--- src/rtl/ex_div.sv ---
// ex_div: multi-cycle 32-bit radix-2 restoring divider for the EX stage (div/divu -> {hi=rem, lo=quo}).
// Build option DIV_EARLY_OUT_EN: answer in one cycle when |dividend| < |divisor|.
module ex_div #(
  parameter int unsigned ITER = 32
) (
  input  logic        clk,
  input  logic        rst,
  input  logic        start_i,
  input  logic        signed_i,
  input  logic [31:0] dividend_i,
  input  logic [31:0] divisor_i,
  input  logic        annul_i,
  input  logic        hold_i,
  output logic [63:0] result_o,
  output logic        ready_o,
  output logic        stallreq_o
);

  localparam int unsigned W     = 32;
  localparam int unsigned CNT_W = $clog2(ITER);

  typedef enum logic [1:0] {S_IDLE, S_DIVZERO, S_ON, S_END} state_t;

  state_t           r_state, w_state_nxt;
  logic [CNT_W-1:0] r_cnt, w_cnt_nxt;
  logic [W-1:0]     r_rem, r_quo, r_dvs;
  logic [W-1:0]     w_rem_nxt, w_quo_nxt, w_dvs_nxt;
  logic             r_qneg, r_rneg, w_qneg_nxt, w_rneg_nxt;
  logic [2*W-1:0]   r_result, w_result_nxt;
  logic             r_ready, w_ready_nxt;

  logic             w_capture, w_div_zero, w_early, w_last;
  logic [W-1:0]     w_dend_mag, w_dvs_mag;
  logic [W:0]       w_rem_sh, w_trial;
  logic [W-1:0]     w_rem_step, w_quo_step, w_quo_fix, w_rem_fix;

  // Operand magnitudes as seen at capture
  assign w_capture  = start_i & ~annul_i;
  assign w_div_zero = (divisor_i == '0);
  assign w_dend_mag = (signed_i & dividend_i[W-1]) ? W'(-dividend_i) : dividend_i;
  assign w_dvs_mag  = (signed_i & divisor_i[W-1])  ? W'(-divisor_i)  : divisor_i;

`ifdef DIV_EARLY_OUT_EN
  assign w_early = ~w_div_zero & (w_dend_mag < w_dvs_mag);
`else
  assign w_early = 1'b0;
`endif

  // One restoring step; the bit shifted out of rem is kept so divisors above 2^31 stay exact
  assign w_last     = (r_cnt == CNT_W'(ITER - 1));
  assign w_rem_sh   = {r_rem, r_quo[W-1]};
  assign w_trial    = w_rem_sh - {1'b0, r_dvs};
  assign w_rem_step = w_trial[W] ? w_rem_sh[W-1:0] : w_trial[W-1:0];
  assign w_quo_step = {r_quo[W-2:0], ~w_trial[W]};
  assign w_quo_fix  = r_qneg ? W'(-w_quo_step) : w_quo_step;
  assign w_rem_fix  = r_rneg ? W'(-w_rem_step) : w_rem_step;

  // State register
  always_ff @(posedge clk) begin
    if (rst) r_state <= S_IDLE;
    else     r_state <= w_state_nxt;
  end

  // Next-state logic; annul wins over everything but reset
  always_comb begin
    w_state_nxt = r_state;
    if (annul_i) begin
      w_state_nxt = S_IDLE;
    end else begin
      case (r_state)
        S_IDLE: begin
          if (start_i) begin
            if (w_div_zero)   w_state_nxt = S_DIVZERO;
            else if (w_early) w_state_nxt = S_END;
            else              w_state_nxt = S_ON;
          end
        end
        S_DIVZERO: w_state_nxt = S_END;
        S_ON:      if (w_last) w_state_nxt = S_END;
        S_END:     if (!hold_i) w_state_nxt = S_IDLE;
        default:   w_state_nxt = S_IDLE;
      endcase
    end
  end

  // Datapath and output next values
  always_comb begin
    w_cnt_nxt    = r_cnt;
    w_rem_nxt    = r_rem;
    w_quo_nxt    = r_quo;
    w_dvs_nxt    = r_dvs;
    w_qneg_nxt   = r_qneg;
    w_rneg_nxt   = r_rneg;
    w_result_nxt = r_result;
    w_ready_nxt  = (w_state_nxt == S_END);
    case (r_state)
      S_IDLE: begin
        if (w_capture) begin
          w_cnt_nxt  = '0;
          w_rem_nxt  = '0;
          w_quo_nxt  = w_dend_mag;
          w_dvs_nxt  = w_dvs_mag;
          w_qneg_nxt = signed_i & (dividend_i[W-1] ^ divisor_i[W-1]);
          w_rneg_nxt = signed_i & dividend_i[W-1];
          if (w_early) w_result_nxt = {dividend_i, {W{1'b0}}};
        end
      end
      S_ON: begin
        w_cnt_nxt = r_cnt + CNT_W'(1);
        w_rem_nxt = w_rem_step;
        w_quo_nxt = w_quo_step;
        if (w_last && !annul_i) w_result_nxt = {w_rem_fix, w_quo_fix};
      end
      S_DIVZERO: begin
        if (!annul_i) w_result_nxt = '0;
      end
      default: ;
    endcase
  end

  // Working and output registers
  always_ff @(posedge clk) begin
    if (rst) begin
      r_cnt    <= '0;
      r_rem    <= '0;
      r_quo    <= '0;
      r_dvs    <= '0;
      r_qneg   <= 1'b0;
      r_rneg   <= 1'b0;
      r_result <= '0;
      r_ready  <= 1'b0;
    end else begin
      r_cnt    <= w_cnt_nxt;
      r_rem    <= w_rem_nxt;
      r_quo    <= w_quo_nxt;
      r_dvs    <= w_dvs_nxt;
      r_qneg   <= w_qneg_nxt;
      r_rneg   <= w_rneg_nxt;
      r_result <= w_result_nxt;
      r_ready  <= w_ready_nxt;
    end
  end

  assign result_o   = r_result;
  assign ready_o    = r_ready;
  assign stallreq_o = start_i & ~r_ready;

endmodule

--- config.mk ---
export PLATFORM = sky130hd
export DESIGN_NAME = ex_div
export DESIGN_NICKNAME = d
export VERILOG_FILES = /design/src/rtl/ex_div.sv
export SDC_FILE = /design/constraint.sdc
export NUM_CORES = 1
export LEC_CHECK = 0
export BUFFER_PORTS_ARGS = -buffer_cell sky130_fd_sc_hd__buf_2
export CORE_UTILIZATION = 30
export DETAILED_ROUTE_END_ITERATION = 8
export GPL_ROUTABILITY_DRIVEN = 0
export PLACE_DENSITY = 0.54
export SYNTH_ARGS = -nofsm -noshare
export SYNTH_HDL_FRONTEND = slang
export SYNTH_SLANG_ARGS = --single-unit
export TNS_END_PERCENT = 30
--- constraint.sdc ---
create_clock -name clk -period 6.65 [get_ports clk]
set_input_delay 0.3325 -clock clk [delete_from_list [all_inputs] [get_ports clk]]
set_output_delay 0.3325 -clock clk [all_outputs]
set_load 0.005 [all_outputs]
* Word-level counts from Yosys, hierarchy flattened
Cells that the tools add are included.
** Storage, ports and cells
- Flip-flop bits (word level) :: 170
- Bits in latches :: 0
- Bits in writable memories :: 0
- ROM bits :: 0
- Input bits :: 70
- Output and inout port bits :: 66
- Logic and storage cells :: 61
- Memories kept :: 0
** Operators by class
- Add/subtract/negate cells :: 6
- $mul :: 0
- Divide/modulo/power cells :: 0
- Order comparisons :: 0
- Equality and inequality tests :: 8
- Shift operators :: 0
- Muxes and demuxes :: 20
- Bitwise gates (word level) :: 9
- Reductions and logical operators :: 9
** Operators with widths (number)
- $mux 32 :: 7
- $mux 64 :: 2
- $neg 32->32 :: 4
- $pmux 32 s2 :: 2
- $pmux 64 s2 :: 1
- $sub 33x32->33 :: 1
- $logic_not 32->1 :: 1
- $mux 2 :: 5
- $pmux 5 s2 :: 1
- $pmux 2 s4 :: 1
- $eq 2x2->1 const B :: 3
- $ne 2x2->1 const B :: 3
- $add 5x1->5 const B :: 1
- $and 1x1->1 :: 5
- $eq 5x5->1 const B :: 1
- $mux 5 :: 1
- $reduce_and 2->1 :: 2
- $reduce_bool 2->1 :: 2
- $not 1->1 :: 3
- $reduce_and 3->1 :: 1
- $eq 2x1->1 const B :: 1
- $logic_not 2->1 :: 1
- $logic_and 1x1->1 :: 1
- $logic_not 1->1 :: 1
- $xor 1x1->1 :: 1

* Longest topological paths before layout
Gate-level depths: netlist of the first run.
- Depth after elaboration :: 6
- Gate-level depth with buffers :: 26
- Depth with buffers taken out :: 23

* Least setup slack after synthesis of the first run
Ideal clock, no wire load.
- Kind :: reg-to-reg
- From :: register r_quo[31]
- To :: register r_result[56], in the netlist result_o[56]
- Setup time :: 127 ps
- Arrival time :: 4980 ps
- Required time :: 6523 ps
- Slack :: 1543 ps
- Cell stages (with the launch flop) :: 27
- Path buffers :: 3
- Clock period less this slack :: 5107 ps
- Path through :: dfxtp_1 > inv_1 > ha_1 > inv_1 > fa_1 > a211oi_4 > o211ai_2 > a21o_1 > o211a_4 > o31ai_4 > nand2_2 > buf_6 > buf_2 > buf_1 > nor2_1 > a21oi_1 > inv_1 > ha_1 > inv_1 > a2111oi_1 > nand4_1 > a21oi_1 > a32o_1 > nand4_1 > o31ai_2 > xnor2_1 > o21ai_1
** Between the ends
- Cells in the longest elaborated chain, start to end :: 6
** Ends and longest elaborated chain
- from (decl) :: RTL line 26 : logic [W-1:0] r_rem, r_quo, r_dvs;
- from (signal assigned) :: RTL line 135 : r_quo <= w_quo_nxt;
- $sub 33x32->33 :: RTL line 52 : assign w_trial = w_rem_sh - {1'b0, r_dvs};
- $mux 32 (*) :: RTL line 53 : assign w_rem_step = w_trial[W] ? w_rem_sh[W-1:0] : w_trial[W-1:0];
- $neg 32->32 :: RTL line 56 : assign w_rem_fix = r_rneg ? W'(-w_rem_step) : w_rem_step;
- $mux 32 (*) :: RTL line 56
- $mux 64 (*) :: RTL line 112 : if (w_last && !annul_i) w_result_nxt = {w_rem_fix, w_quo_fix};
- $pmux 64 s2 (*) :: RTL line 96 : case (r_state)
- to (signal assigned) :: RTL line 139 : r_result <= w_result_nxt;
- to (decl) :: RTL line 29 : logic [2*W-1:0] r_result, w_result_nxt;
Mark *: on every way between the ends. The rest lies on a longest branch, timed or not. The select of a mux whose other input is x is not followed.
A chain may end at the register's enable or synchronous reset.

* Final worst setup path of the first run
- From :: register r_quo[31]
- To :: register r_result[58], in the netlist result_o[58]
The elaborated chain is that of the path after synthesis.

==> flow_summary.ini, run 1 <==
[timing]
setup_tns_ns = 0
rsz0062_at_grt = no
min_period_ns = 5.35
fin_skew_ns = 0.0163
drv_slew = 0
hold_viol_final = 0
worst_pin_slew_ns = 1.12
relSlewSlack_pct = 25.1
min_period_over_period_pct = 80.5
setup_violations = 0
fmax_mhz = 187

[placed_design]
io_buffers = 135
dpl.hpwl_um = 29700

[setup_path]
startpoint_type = flip-flop
cp_max_fo = 10
cpLargestDelayFamily = compound AO/OA/AOI/OAI gates
critPathSlowestCell = fa_1
critPathMostFrequentCell = inv_1
critPathBufInv = 3
slowest_delay_ns = 0.46
crit_path_end_kind = flip-flop
worstPathRequired_ns = 6.96
path_class = reg -> reg
cp_cell_sequence = inv_1 > ha_1 > inv_1 > fa_1 > a211oi_4 > o211ai_2 > a21o_1 > o211ai_2 > nand4_2 > nand2_2 > mux2i_1 > ha_1 > inv_1 > a2111oi_1 > nand4_1 > a21oi_1 > a32o_1 > nand4_1 > o31ai_2 > xnor2_1 > o21ai_1
crit_arrival_ns = 5.66

[global_routing]
grt_max_degree = 95
grt_pass1_wl_um = 61300
antenna_found_initial = 1
grt_overflow_total = 0
grtUsageTotal_pct = 19.6
grt_pass1_vias = 10800

[clocking]
clk_pin_slew_ns = 0.07
insertion_delay_ns = 0.45
cts_sinks = 170
clk_path_buf_depth = 2
cts-buffers-inserted = 17
cts-htree-levels = 4
postCtsHoldBufs = 0
cts_tree = done
postCtsSetupRepairBufs = 0
ctsResizeCount = 0
cts-root-buf = clkbuf_16

[floorplan]
die_w_um = 200
start_util_pct = 30.4
die-area_mm2 = 0.0399
die_h_um = 200
rows = 72
coreArea_mm2 = 0.0386
ios = 136

[drt]
vias_per_cell = 5.43
routed-wl-met3_um = 1800
wl_per_cell_um = 18.3
routed_wl_um = 39100
top_layer_used = met4
drtIter0Drc = 912
wl_met2_um = 17300
routedLengthMet1_um = 18900
ant_nets = 0
num_vias = 11600
drc_errors = 0
firstDrtPassIters = 6

[logic_synthesis]
synth.avg_cell_area_um2 = 7.62
synth-seq-cells = 170
ys_seq_area_share_pct = 29.0
syn-cell-area_mm2 = 0.0117
synth_ff_type = dfxtp_1
yosys_warnings = 0
synth_edf_count = 0
synth_cell_type_count = 90
synth_cells = 1540
synth_nets = 1649
synth-async-reset-ratio_pct = 0

[job]
drv_cap = 0

[pwr]
finalPower_mw = 3.28
p_leak_nw = 5.08
vdd_drop_max_v = 0.000185
power_density_mw_per_mm2 = 246

[cells_and_area]
nNetsFinal = 1719
layout_common_cells = nor2_1 (193), dfxtp_1 (170), nand2_1 (144), buf_2 (134), a21oi_1 (130)
syn_to_final_growth_pct = 14.0
final_common_cell = nor2_1
drive_above_1_share_pct = 13.7

[worst_hold_path]
hp-class = in -> reg

[run_status]
status = completed
-- worst paths after layout --
path,start,end,slack (ns),cells past startpoint
hold / removal,start_i,r_state[0],0.17,3
setup / recovery,r_quo[31],result_o[58],1.30,21
hold reg to reg,result_o[57],result_o[57],0.44,2
setup reg to reg,r_quo[31],result_o[58],1.30,21
-- state kept, by name, summed over array words and instances (netlist names) --
register / flops
result_o: 64
r_qneg: 1
ready_o: 1
r_dvs: 32
r_rneg: 1
r_quo: 32
r_rem: 32
r_state: 2
r_cnt: 5
-- kinds of logic after synthesis --
family                   after synthesis  share of synthesized area [%]
AO/OA/AOI/OAI                        492                           28.1
XOR/XNOR                             134                           10.0
buffers and inverters                154                           5.28
flip-flops                           170                           29.0
AND/OR/NAND/NOR                      532                           21.6
multiplexers                          19                           1.77
adder cells (fa/ha/maj)               39                           4.22
-- metrics by stage --
| step | area (um^2) | util (%) | hold WS, ns | std cells | setup WS [ns] |
|---|---|---|---|---|---|
| after detailed placement | 12800 | 33.1 | 0.439 | 2109 | 1.36 |
| final | 13400 | 34.6 | 0.174 | 2141 | 1.30 |
| after global placement | 12800 | 33.1 | 0.437 | 2109 | 1.51 |
| after global routing | 13400 | 34.6 | 0.175 | 2140 | 0.854 |
| after CTS | 13400 | 34.6 | 0.152 | 2140 | 1.35 |
| after floorplan | 11700 | - | 0.432 | 1540 | 1.54 |
-- routing by layer --
metal / up-vias / track usage (%)
li1: 5748 / -
met1: 5539 / 27.3
met2: 283 / 30.4
met3: 62 / 3.36
met4: 0 / 6.56
met5: - / 0
-- area by class of cell --
cell class | count | area, um^2
repair buffers | 147 | 768
fillers | 4186 | 25300
clock buffers | 19 | 443
diodes | 1 | 2.50
well taps | 518 | 648
clock inverters | 12 | 154
multi-input cells | 1216 | 7740
inverters | 58 | 218
flip-flops and latches | 170 | 3400
-- report_power, final --
part / switching (mW) / internal, mW / total, mW
registers: 0.0425 / 1.05 / 1.09
logic: 0.739 / 0.403 / 1.14
clock network: 0.474 / 0.576 / 1.05
-- worst register-to-register path, stage by stage (launching register included) --
cell	delay (ns)
dfxtp_1	0.34
inv_1	0.06
ha_1	0.17
inv_1	0.06
fa_1	0.46
a211oi_4	0.31
o211ai_2	0.14
a21o_1	0.25
o211ai_2	0.20
nand4_2	0.31
nand2_2	0.31
mux2i_1	0.33
ha_1	0.25
inv_1	0.10
a2111oi_1	0.45
nand4_1	0.22
a21oi_1	0.22
a32o_1	0.24
nand4_1	0.25
o31ai_2	0.32
xnor2_1	0.15
o21ai_1	0.07
-- Yosys cell counts (all sizes together), types with 25 or more instances --
cell type / number / area (um^2)
xor2: 54 / 473
nand2: 145 / 547
nor2: 194 / 728
o31ai: 29 / 251
ha: 38 / 475
a211oi: 37 / 295
xnor2: 80 / 701
a22oi: 63 / 473
a21oi: 131 / 659
a31oi: 32 / 200
nor3: 31 / 155
o21ai: 93 / 465
clkbuf: 78 / 293
dfxtp: 170 / 3400
nand3: 25 / 125
inv: 58 / 218
Note: power is estimated with default switching activity, not from simulation.
==> run 2, diff against run 1 <==
- ABC_AREA: not set -> 1
- PLACE_DENSITY: 0.54 -> 0.53
- clock period: 6.65 -> 5.15 ns (I/O delays scaled with it)
==> run 2 against run 1 <==
Utilization rose by 0.26 points. Synthesized area rose by 5.2%. Clock power rose by 24%. Non-clock buffer count fell by 1. Count of clock-buffer cells in the layout fell by 1. Combinational power rose by 140%. Sequential share of layout area fell by 1.2 points. Largest cell class unchanged. Largest power group unchanged.
==> flow_summary.ini, run 2 <==
[clocking]
postCtsSetupRepairBufs = 0
cts-root-buf = clkbuf_16
cts_sinks = 170
postCtsHoldBufs = 0
cts-htree-levels = 4
cts_tree = done
clk_pin_slew_ns = 0.07
clk_path_buf_depth = 2
insertion_delay_ns = 0.45
ctsResizeCount = 0
cts-buffers-inserted = 17

[drt]
routed-wl-met3_um = 2300
drc_errors = 0
wl_per_cell_um = 15.7
firstDrtPassIters = 5
top_layer_used = met4
num_vias = 13300
wl_met2_um = 18500
ant_nets = 0
vias_per_cell = 4.95
drtIter0Drc = 1142
routed_wl_um = 42000
routedLengthMet1_um = 20400

[cells_and_area]
drive_above_1_share_pct = 11.9
nNetsFinal = 2250
multiInputGateArea_mm2 = 0.00765
fillers = 4471
regArea_mm2 = 0.00340
layout_common_cells = nand2_1 (634), inv_1 (249), a21oi_1 (202), dfxtp_1 (170), nor2_1 (169)
largest_reg_flops = 64
syn_to_final_growth_pct = 13.5
final_common_cell = nand2_1

[setup_path]
critPathSlowestCell = fa_1
slowest_delay_ns = 0.40
cp_max_fo = 6
worstRegToRegCells = 29
critPathBufInv = 4
cp.depth = 29
critPathMostFrequentCell = nand2_1
path_class = reg -> reg
worstPathRequired_ns = 5.46
crit_path_end_kind = flip-flop
crit_arrival_ns = 4.54
cpLargestDelayFamily = simple AND/OR/NAND/NOR gates
startpoint_type = flip-flop

[logic_synthesis]
synth_nets = 2159
synth_edf_count = 0
yosys_warnings = 0
ys_seq_area_share_pct = 27.6
synthTopCellsByArea = dfxtp_1 (28%), nand2_1 (19%), a21oi_1 (8.2%), inv_1 (7.6%), nand3_1 (5.7%)
synth-async-reset-ratio_pct = 0
yosysTopAreaCellShare_pct = 27.6
synth_ff_type = dfxtp_1
synth-seq-cells = 170
yosysMostFrequentCell = nand2_1
synth.avg_cell_area_um2 = 6.02
synth_cell_type_count = 50
syn-cell-area_mm2 = 0.0123
yosys-top-cells-count = nand2_1 (634), inv_1 (249), a21oi_1 (202), nor2_1 (173), dfxtp_1 (170)
synth_cells = 2050
yosys.area.top_type = dfxtp_1

[job]
drv_cap = 0

[timing]
setup_tns_ns = 0
min_period_over_period_pct = 82.2
fin_skew_ns = 0.0132
setup_violations = 0
fmax_mhz = 236
worst_pin_slew_ns = 1.17
rsz0062_at_grt = no
relSlewSlack_pct = 22.0
min_period_ns = 4.23
hold_viol_final = 0
drv_slew = 0

[floorplan]
die_w_um = 205
ios = 136
die-area_mm2 = 0.0420
die_h_um = 205
coreArea_mm2 = 0.0402
start_util_pct = 30.7
rows = 73

[pwr]
vdd_drop_max_v = 0.000266
p_leak_nw = 6.68
finalPower_mw = 5.44
power_density_mw_per_mm2 = 388

[global_routing]
grtUsageTotal_pct = 20.3
grt_overflow_total = 0
grt_pass1_vias = 12300
grt_pass1_wl_um = 66300
antenna_found_initial = 1
grt_max_degree = 74

[worst_hold_path]
holdPathStages = 3
hp-class = in -> reg

[run_status]
status = completed

[placed_design]
io_buffers = 135
dpl.hpwl_um = 32800
## run 2: cell types whose count changed after synthesis, sizes merged, moves of 18 or more
cell	previous run	this run
or4	18	0
a21oi	131	208
a22oi	63	0
inv	58	256
xor2	54	26
o21ai	93	112
clkbuf	78	59
mux2i	18	0
a211oi	37	2
nand2	145	670
xnor2	80	19
o31ai	29	0
nand3	25	147
## run 2: routing by layer
layer	track usage, %	up-vias
li1	-	6809
met1	28.5	6044
met2	31.7	360
met3	3.23	48
met4	5.73	0
met5	0	-
## run 2: tightest hold or removal path, delay by kind of cell
| kind | cells | cell delay (ns) |
|---|---|---|
| AO/OA/AOI/OAI | 1 | 0.12 |
| buffers and inverters | 2 | 0.13 |
## run 2: cell families (layout without fill, tap and decap cells)
group | Yosys count | count (layout) | share of synthesized area (%)
XOR/XNOR | 45 | 45 | 3.19
other | 0 | 1 | 0
AO/OA/AOI/OAI | 387 | 387 | 17.2
AND/OR/NAND/NOR | 1078 | 1078 | 37.4
adder cells (fa/ha/maj) | 39 | 39 | 4.02
buffers and inverters | 331 | 434 | 10.6
flip-flops | 170 | 170 | 27.6
## run 2: metrics by stage
step                hold slack (ns)  cells  cell area, um^2  util [%]  setup slack, ns
finish                        0.107   2679            14000      34.9            0.919
global route                  0.109   2678            14000      34.9            0.373
CTS                          0.0873   2678            14000      34.9            0.972
detailed placement            0.454   2647            13400      33.4            0.987
global placement              0.453   2647            13400      33.4             1.02
floorplan                     0.418   2050            12300         -             1.39
## run 2: final timing paths
kind / from / endpoint / slack, ns
setup / recovery: r_quo[31] / result_o[26] / 0.92
hold / removal: divisor_i[0] / r_dvs[0] / 0.11
setup reg to reg: r_quo[31] / result_o[26] / 0.92
hold reg to reg: result_o[10] / result_o[10] / 0.46
## run 2: where the power goes
part / leakage [nW] / total, mW / internal [mW] / switching [mW]
logic: 5.03 / 2.72 / 0.817 / 1.90
clock network: 0.278 / 1.30 / 0.691 / 0.608
registers: 1.38 / 1.42 / 1.37 / 0.0577
## run 2: layout make-up
class,instances,share of cell area [%]
well taps,525,4.69
flip-flops and latches,170,24.3
clock buffers,18,3.13
inverters,257,6.88
repair buffers,146,5.43
multi-input cells,1549,54.6
clock inverters,13,0.955
diodes,1,0.0179
==> run 3, diff against run 2 <==
- ABC_AREA: 1 -> 0
- PLACE_DENSITY: 0.53 -> 0.54
- clock period: 5.15 -> 4.2 ns (I/O delays scaled with it)
==> run 3 against run 2 <==
Critical endpoint is now result_o[56]. Clock power is 22% higher. Critical path type unchanged. The flow now finishes with violations (setup timing). Sequential cell count stayed put. Routed wire length decreased by 3.0%.
==> flow_summary.ini, run 3 (synthesized netlist as in run 1, its figures left out) <==
[run_status]
status = complete, but fails checks
violations = setup timing

[clocking]
postCtsHoldBufs = 0
cts_tree = done
cts-root-buf = clkbuf_16
clk_path_buf_depth = 2
cts-buffers-inserted = 17
clk_pin_slew_ns = 0.07
cts_sinks = 170
cts-htree-levels = 4
insertion_delay_ns = 0.45

[placed_design]
pre_cts_slack_ns = -0.128
dpl.cell_count = 2209
io_buffers = 135
dpl.hpwl_um = 31600

[drt]
num_vias = 12100
drc_errors = 0
routed_wl_um = 40700
vias_per_cell = 5.36
drtIter0Drc = 851
ant_nets = 0
firstDrtPassIters = 5
wl_per_cell_um = 18.1

[setup_path]
r2r-start = r_quo[31]
worstRegToRegCells = 21
cpLargestDelayFamily = compound AO/OA/AOI/OAI gates
path_class = reg -> reg
cp.depth = 21
critPathMostFrequentCell = inv_2
critPathSlowestCell = fa_2
startpoint_type = flip-flop
rr_endpoint = result_o[56]
worstPathRequired_ns = 4.50
cp_max_fo = 5
r2r_slack_ns = -0.09
crit_path_end_kind = flip-flop
slowest_delay_ns = 0.38
critPathBufInv = 3
crit_arrival_ns = 4.60
cp_cell_sequence = inv_2 > ha_4 > inv_2 > fa_2 > a211oi_4 > o211ai_2 > a21o_1 > o211a_4 > o31ai_4 > nand2_2 > mux2i_2 > ha_2 > inv_2 > a2111oi_4 > nand4_1 > a21oi_2 > a32o_2 > nand4_1 > o31ai_2 > xnor2_1 > o21ai_1

[timing]
hold_ws_ns = 0.0446
fin_skew_ns = 0.00900
setup_violations = 6
min_period_ns = 4.29
min_period_over_period_pct = 102
fmax_mhz = 233
relSlewSlack_pct = 17.2
worst_slack_ns = -0.0911
hold_viol_final = 0
rsz0062_at_grt = yes
drv_slew = 0
worst_pin_slew_ns = 1.24

[global_routing]
grt_pass1_vias = 11400
grtUsageTotal_pct = 20.4
antenna_found_initial = 0
met1_usage_pct = 27.9
use_met3_pct = 3.31
grt_use_met2_pct = 32.0
grt_overflow_total = 0
grt_pass1_wl_um = 63300
grt_max_degree = 95
grt.busiest_layer = met2

[worst_hold_path]
hp-class = in -> reg
holdPathStages = 3
hp-start = start_i
hold_end = r_state[0]

[job]
drv_cap = 0

[cells_and_area]
multiInputGateArea_mm2 = 0.00789
drive_above_1_share_pct = 21.0
final_cells = 2254
regArea_mm2 = 0.00341
largest_reg_flops = 64
syn_to_final_growth_pct = 22.2
nNetsFinal = 1831
layout_common_cells = nor2_1 (192), dfxtp_1 (168), nand2_1 (143), buf_2 (134), a21oi_1 (126)
fillers = 4069
final_common_cell = nor2_1

[floorplan]
ios = 136
die_w_um = 200
coreArea_mm2 = 0.0386
rows = 72
start_util_pct = 30.4
die_h_um = 200
die-area_mm2 = 0.0399

[pwr]
vdd_drop_max_v = 0.000257
power_density_mw_per_mm2 = 380
p_leak_nw = 5.64
run 3: stage by stage:
stage                     total power [mW]  instance area, um^2  util, %  TNS, ns
after floorplan                       3.11                11800        -    -3.30
after global placement                3.77                13600     35.1  -0.0597
after detailed placement              3.78                13600     35.1   -0.456
after CTS                             5.41                14200     36.8   -0.394
after global routing                  5.74                14300     37.1    -2.69
final                                 5.45                14300     37.1   -0.316
run 3: worst max path at each step:
stage / startpoint / end / slack (ns)
4_1_cts: r_quo[31] / result_o[56] / -0.13
3_5_place_dp: r_quo[31] / result_o[56] / -0.13
6_report: r_quo[31] / result_o[56] / -0.09
2_1_floorplan: r_quo[31] / result_o[56] / -0.43
5_1_grt: r_quo[31] / result_o[56] / -0.37
3_3_place_gp: r_quo[31] / result_o[56] / -0.03
run 3: layer usage:
metal  vias to the layer above  part of all wire (%)
met5                         -                     0
met4                         0                   2.8
met3                        61                   4.9
met2                       317                    45
met1                      5724                    48
li1                       5979                     -
run 3: worst register-to-register path, cell delays in order (launching register included):
cell and delay [ns]:
dfxtp_2 0.33, inv_2 0.06, ha_4 0.12, inv_2 0.03, fa_2 0.38, a211oi_4 0.24
o211ai_2 0.12, a21o_1 0.24, o211a_4 0.28, o31ai_4 0.19, nand2_2 0.15, mux2i_2 0.25
ha_2 0.23, inv_2 0.05, a2111oi_4 0.23, nand4_1 0.21, a21oi_2 0.18, a32o_2 0.16
nand4_1 0.21, o31ai_2 0.26, xnor2_1 0.14, o21ai_1 0.07
run 3: report_power, final:
part	total, mW	internal, mW	switching (mW)
registers	1.73	1.66	0.0649
logic	2.14	0.870	1.27
clock network	1.58	0.861	0.716
total	5.45	3.40	2.05
run 3: cell type report:
class	count	area share, %
multi-input combinational	1216	55.0
sequential	170	23.7
clock inverter	10	0.724
inverter	58	1.52
tap	518	4.52
timing repair buffer	259	11.2
antenna	1	0.0174
clock buffer	22	3.24
run 3: repair_timing:
item                                    4_1_cts  5_1_grt
endpoints found under the setup margin       10       22
setup buffers                                10        3
gates resized for setup                       2       23
pin swaps                                     9       19
